==> config.mk <==
export PLATFORM = sky130hd
export DESIGN_NAME = gray_counter
export DESIGN_NICKNAME = d
export VERILOG_FILES = /design/src/rtl/gray_counter.sv
export SDC_FILE = /design/constraint.sdc
export NUM_CORES = 1
export LEC_CHECK = 0
export ABC_AREA = 1
export BUFFER_PORTS_ARGS = -buffer_cell sky130_fd_sc_hd__clkbuf_2
export CORE_MARGIN = 8
export CORE_UTILIZATION = 55
export CTS_CLUSTER_DIAMETER = 120
export DETAILED_ROUTE_END_ITERATION = 10
export PLACE_DENSITY = 0.87
export SYNTH_ARGS = -nofsm -noshare
export SYNTH_HDL_FRONTEND = slang
export SYNTH_SLANG_ARGS = --single-unit
==> constraint.sdc <==
create_clock -name clock -period 6 [get_ports clock]
set_input_delay 1.2 -clock clock [delete_from_list [all_inputs] [get_ports clock]]
set_output_delay 1.2 -clock clock [all_outputs]
set_load 0.05 [all_outputs]
==> src/rtl/gray_counter.sv <==
// Purpose: registered up/down counter held in Gray code with load, wrap/saturate and over/underflow pulses.
// Latency: every update (reset, load, step) is visible on gray one cycle after the sampling edge.
// Backpressure: none; the counter accepts an input on every cycle. Optional macro GRAY_COUNTER_BINARY_OUTPUT_EN adds a registered binary port.
module gray_counter #(
  parameter int          WIDTH       = 8,
  parameter int unsigned RESET_VALUE = 0,
  parameter bit          SATURATE    = 1'b0
) (
  input  logic             clock,
  input  logic             reset,
  input  logic             increment,
  input  logic             decrement,
  input  logic             load_enable,
  input  logic [WIDTH-1:0] load_value,
  output logic [WIDTH-1:0] gray,
`ifdef GRAY_COUNTER_BINARY_OUTPUT_EN
  output logic [WIDTH-1:0] binary,
`endif
  output logic             at_max,
  output logic             at_min,
  output logic             overflow,
  output logic             underflow
);

  localparam logic [WIDTH-1:0] RST_BIN  = WIDTH'(RESET_VALUE);
  localparam logic [WIDTH-1:0] RST_GRAY = RST_BIN ^ (RST_BIN >> 1);
  localparam logic [WIDTH-1:0] MAX_BIN  = '1;
  // Gray encoding of all-ones binary is a lone MSB.
  localparam logic [WIDTH-1:0] MAX_GRAY = {1'b1, {(WIDTH-1){1'b0}}};

  // Prefix-XOR from the MSB down recovers the binary count.
  function automatic logic [WIDTH-1:0] gray_to_bin(input logic [WIDTH-1:0] g);
    logic [WIDTH-1:0] b;
    b[WIDTH-1] = g[WIDTH-1];
    for (int i = WIDTH - 2; i >= 0; i--) begin
      b[i] = b[i+1] ^ g[i];
    end
    return b;
  endfunction

  function automatic logic [WIDTH-1:0] bin_to_gray(input logic [WIDTH-1:0] b);
    return b ^ (b >> 1);
  endfunction

  logic [WIDTH-1:0] gray_q;
  logic [WIDTH-1:0] bin_cur;
  logic [WIDTH-1:0] bin_nxt;
  logic [WIDTH-1:0] gray_nxt;
  logic             ovf_nxt;
  logic             unf_nxt;
  logic             ovf_q;
  logic             unf_q;

  // Next-count decode: load beats a single step; inc and dec together cancel.
  always_comb begin
    bin_cur  = gray_to_bin(gray_q);
    bin_nxt  = bin_cur;
    ovf_nxt  = 1'b0;
    unf_nxt  = 1'b0;
    if (load_enable) begin
      bin_nxt = load_value;
    end else if (increment && !decrement) begin
      if (bin_cur == MAX_BIN) begin
        ovf_nxt = 1'b1;
        if (!SATURATE) bin_nxt = '0;
      end else begin
        bin_nxt = bin_cur + 1'b1;
      end
    end else if (decrement && !increment) begin
      if (bin_cur == '0) begin
        unf_nxt = 1'b1;
        if (!SATURATE) bin_nxt = MAX_BIN;
      end else begin
        bin_nxt = bin_cur - 1'b1;
      end
    end
    gray_nxt = bin_to_gray(bin_nxt);
  end

  // Gray state and flag pulses; reset wins over everything and drops pending pulses.
  always_ff @(posedge clock) begin
    if (reset) begin
      gray_q <= RST_GRAY;
      ovf_q  <= 1'b0;
      unf_q  <= 1'b0;
    end else begin
      gray_q <= gray_nxt;
      ovf_q  <= ovf_nxt;
      unf_q  <= unf_nxt;
    end
  end

`ifdef GRAY_COUNTER_BINARY_OUTPUT_EN
  logic [WIDTH-1:0] bin_q;

  // Shadow binary register tracks the same next value as the Gray flops.
  always_ff @(posedge clock) begin
    if (reset) begin
      bin_q <= RST_BIN;
    end else begin
      bin_q <= bin_nxt;
    end
  end

  assign binary = bin_q;
`endif

  // Gray leaves straight from flops so other domains can sample it.
  assign gray      = gray_q;
  assign at_max    = (gray_q == MAX_GRAY);
  assign at_min    = (gray_q == '0);
  assign overflow  = ovf_q;
  assign underflow = unf_q;

endmodule

# Word level (Yosys, flattened, before mapping)

Index checks and enable logic that the tools add are counted.

Muxes and demuxes: 7
Add/sub/neg operators: 2
Bitwise gates (word level): 10
Eq/ne operators: 2
Reductions and logical operators: 8

Operator list:

| kind                | count |
|---|---|
| $mux 8              | 5 |
| $eq 8x8->1 const B  | 2 |
| $logic_not 8->1     | 2 |
| $add 8x1->8 const B | 1 |
| $sub 8x1->8 const B | 1 |
| $xor 8x7->8         | 1 |
| $xor 1x1->1         | 7 |
| $reduce_or 4->1     | 1 |
| $reduce_or 3->1     | 1 |
| $logic_and 1x1->1   | 2 |
| $logic_not 1->1     | 2 |
| $mux 1              | 2 |
| $not 1->1           | 2 |

Bits in registers: 10

# Longest topological paths before layout

Word-level depth: 13
Depth in mapped cells: 25

# Worst setup path after synthesis

Ideal clock, no wire load.

Path type: reg-to-reg
Start point: register gray_q[7], in the netlist gray[7]
End point: register gray_q[2], in the netlist gray[2]
Data required time: 5.887 ns
Path slack: 1.769 ns
Stages on the path, launching flop included: 22
Data arrival time: 4.119 ns
Period minus slack after synthesis: 4.231 ns
Buffers on the path: 0
Cells stage by stage: dfxtp_1 -> inv_1 -> ha_1 -> ha_1 -> inv_1 -> ha_1 -> inv_1 -> ha_1 -> inv_1 -> ha_1 -> inv_1 -> ha_1 -> inv_1 -> ha_1 -> nand2_1 -> nor2_2 -> nand2_1 -> xor2_1 -> o21ai_1 -> nand2_1 -> nor2_1 -> nor2_1

Longest elaborated chain between the ends: 13
Elaborated cells on any way between the ends: 17

RTL lines:

| what                                                  | line   | RTL |
|---|---|---|
| from (decl)                                           | 45     | `logic [WIDTH-1:0] gray_q;` |
| from (signal assigned)                                | 87     | `gray_q <= gray_nxt;` |
| $xor 1x1->1 (7 in series)                             | 36     | `b[i] = b[i+1] ^ g[i];` |
| $sub 8x1->8 / $logic_not 8->1 (equally long branches) | 74, 70 |  |
| $mux 8                                                | 70     | `if (bin_cur == '0) begin` |
| $mux 8                                                | 69     | `end else if (decrement && !increment) begin` |
| $mux 8 *                                              | 62     | `end else if (increment && !decrement) begin` |
| $mux 8 *                                              | 60     | `if (load_enable) begin` |
| $xor 8x7->8 *                                         | 42     | `return b ^ (b >> 1);` |

Mark *: on every way between the ends. The rest lies on a longest branch, timed or not.
A chain may end at the register's enable or synchronous reset.

# Final worst setup path

Start point: register gray_q[7], in the netlist gray[7]
End point: register gray_q[3], in the netlist gray[3]

Same word-level chain as after synthesis.

==> impl_metrics.ini <==
[die]
io_pins = 25
rows = 16
dieArea_um2 = 3710
fp.dieW_um = 60.9
initial_core_util = 0.572
core_area_um2 = 1940
die_h_um = 60.9

[sta]
rsz0062_at_grt = no
setup_viol = 0
finalHoldViolations = 0
layout_min_cycle_time_ns = 4.36
fin_crit_sh = 0.726
clock_skew_ns = 0.00558
slew_headroom = 0.781
max_clock_freq_mhz = 230
tightestPinTransition_ns = 0.325
timing.final.max_slew_violations = 0
tns_ns = 0

[critical_path]
ff2ff_path_depth = 22
critPathKind = reg -> reg
worst_ep_required_time_ns = 6.21
rr_endpoint = gray[3]
cp-endpoint = gray[3]
critPathMaxFanout = 7
startpoint = gray[7]
rrSetupSlack_ns = 1.64
arrival_ns = 4.57
endpoint_kind = register
reg2reg_from = gray[7]
start_kind = register

[status]
status = complete, no violations

[routing]
ant_nets = 0
firstDrtPassIters = 4
drc = 0
vias_per_cell = 5.11
drt_iter0_markers = 43
wl_um = 2960
drt-wirelength-per-cell_um = 12.6
vias = 1201

[yosys]
netlist.area_leader.share = 0.206
synth_area_um2 = 1110
postSynthNetCount = 209
ys_ff_latch = 10
syn_inst = 181
synth_area_leaders = nand2_1, dfxtp_1, ha_1
synth_top_cell_by_area = nand2_1
avgSynthCellArea_um2 = 6.13
yosys_warnings = 0
seq_area_frac_synth = 0.180
yosysUniqueCellTypes = 27

[power]
leakage_nw = 0.722
powerDensity_nw_per_um2 = 585
fin_total_pwr_mw = 0.758
ir_drop_v = 0.000423

[flow_run]
maxCapViolations = 0

[clock_network]
cts.path.max_buffers = 2
postCtsSetupBuffers = 0
clkTransAtPathRegs_ns = 0.07
ctsHoldBuffers = 0
cts_made_buffers = 3
clockRootBuffer = clkbuf_4
cts_tree = built
clock-sinks = 10
cts_htree_levels = 1
cts_resized = 0
clock_latency_ns = 0.27

[grt]
grt_pass1_wl_um = 4760
grt_pass1_vias = 1140
grt_use_total = 0.166
use_met3 = 0.0445
grt-ovfl-total = 0
grt_util_met1 = 0.186
antenna_found_initial = 0
grt_max_degree = 15
grt_util_met2 = 0.285
top_usage_layer = met2

[placed_design]
place_inst = 231
gp_congestion = 0.941
io_buffers = 24
dp_hpwl_um = 2400

[layout]
fillCellCount = 183
areaGrowthSynthToFinish_pct = 16.7
num_antenna_cells = 0
final_cells = 235
regArea_um2 = 200
layout.nets = 237
multi_input_area_um2 = 808
drive_above_1_share = 0.197

[min_path]
hold_path_class = reg -> reg
worst min-delay path by stage:
stage	start	end	slack, ns	cells after the start
floorplan	gray[7]	gray[7]	0.92	6
global placement	gray[7]	gray[7]	0.76	6
detailed placement	gray[7]	gray[7]	0.80	6
CTS	gray[7]	gray[7]	0.81	6
global route	gray[7]	gray[7]	0.89	6
finish	gray[7]	gray[7]	0.83	6
layout make-up:
class / instances / share of cell area
Sequential cell: 10 / 0.155
Clock buffer: 4 / 0.0280
Inverter: 25 / 0.0744
Multi-Input combinational cell: 145 / 0.624
Tap cell: 27 / 0.0261
Timing Repair Buffer: 24 / 0.0928
cell usage in the layout (no fill, tap or decap):
master / synthesis / routed
a21oi_1: 7 / 7
nand2_2: 3 / 3
inv_4: 1 / 1
o31ai_1: 1 / 1
nor3_1: 1 / 1
clkbuf_4: 0 / 3
inv_2: 1 / 1
o211ai_1: 1 / 1
clkbuf_2: 0 / 24
o21ai_2: 1 / 1
dfxtp_1: 10 / 10
nand2_4: 2 / 2
and2_1: 1 / 1
clkbuf_8: 0 / 1
o21ai_1: 1 / 1
nor4_1: 1 / 1
inv_1: 23 / 23
nor2_4: 2 / 2
nor2_1: 19 / 19
xor2_1: 1 / 1
nand4_1: 2 / 2
ha_1: 15 / 15
nand3_1: 16 / 16
nor2_2: 1 / 1
o21ai_0: 4 / 4
a21oi_2: 1 / 1
nor3b_1: 3 / 3
o21ai_4: 1 / 1
nand2_1: 61 / 61
registers in the layout, summed over array words and instances, names as in the netlist:
register,flops
overflow,1
underflow,1
gray,8
cell usage after synthesis (all sizes together):
cell and number:
nor3b 3, buf 1, o31ai 1, nand3 16, ha 15, nor2 22, and2 1, dfxtp 10
a21oi 8, inv 25, o21ai 7, nor3 1, nand2 66, o211ai 1, nand4 2, xor2 1
nor4 1
report_power, final:
part           leakage [nW]  internal [mW]  switching [mW]
registers            0.0829         0.0837          0.0135
clock network        0.0210         0.0369          0.0242
logic                 0.618          0.192           0.407
metrics by stage:
step	utilization	area (um2)	hold WS (ns)	setup slack [ns]
detailed placement	0.648	1260	0.800	1.72
global route	0.667	1290	0.891	1.33
finish	0.667	1290	0.833	1.64
global placement	0.648	1260	0.758	1.95
CTS	0.667	1290	0.811	1.70
floorplan	-	1110	0.922	1.77
logic make-up (layout without fill, tap and decap cells):
family                     Yosys count  count (layout)  share of synthesized area
and+or+nand+nor                    112             112                      0.453
buffers and inverters               26              53                     0.0913
adders and majority gates           15              15                      0.169
DFF                                 10              10                      0.180
AOI/OAI and AO/OA                   17              17                     0.0981
xor gates and xnor gates             1               1                    0.00789
layer usage:
layer,part of all wire,vias to the layer above
met2,0.46,47
met4,0.022,0
met3,0.076,7
met5,0,-
li1,-,626
met1,0.44,521
critical path: stages, from the launching register on:
cell and delay [ns]:
dfxtp_1 0.44, inv_1 0.12, ha_1 0.33, ha_1 0.35, inv_1 0.09, ha_1 0.33, inv_1 0.06, ha_1 0.34
inv_1 0.07, ha_1 0.34, inv_1 0.08, ha_1 0.35, inv_1 0.06, ha_1 0.38, nand2_1 0.09, nor2_2 0.14
nand2_1 0.10, xor2_1 0.16, o21ai_1 0.12, nand2_1 0.12, nand2_1 0.08, nand2_1 0.04, nor2_1 0.09
No activity file was read; power rests on OpenSTA's default activity.
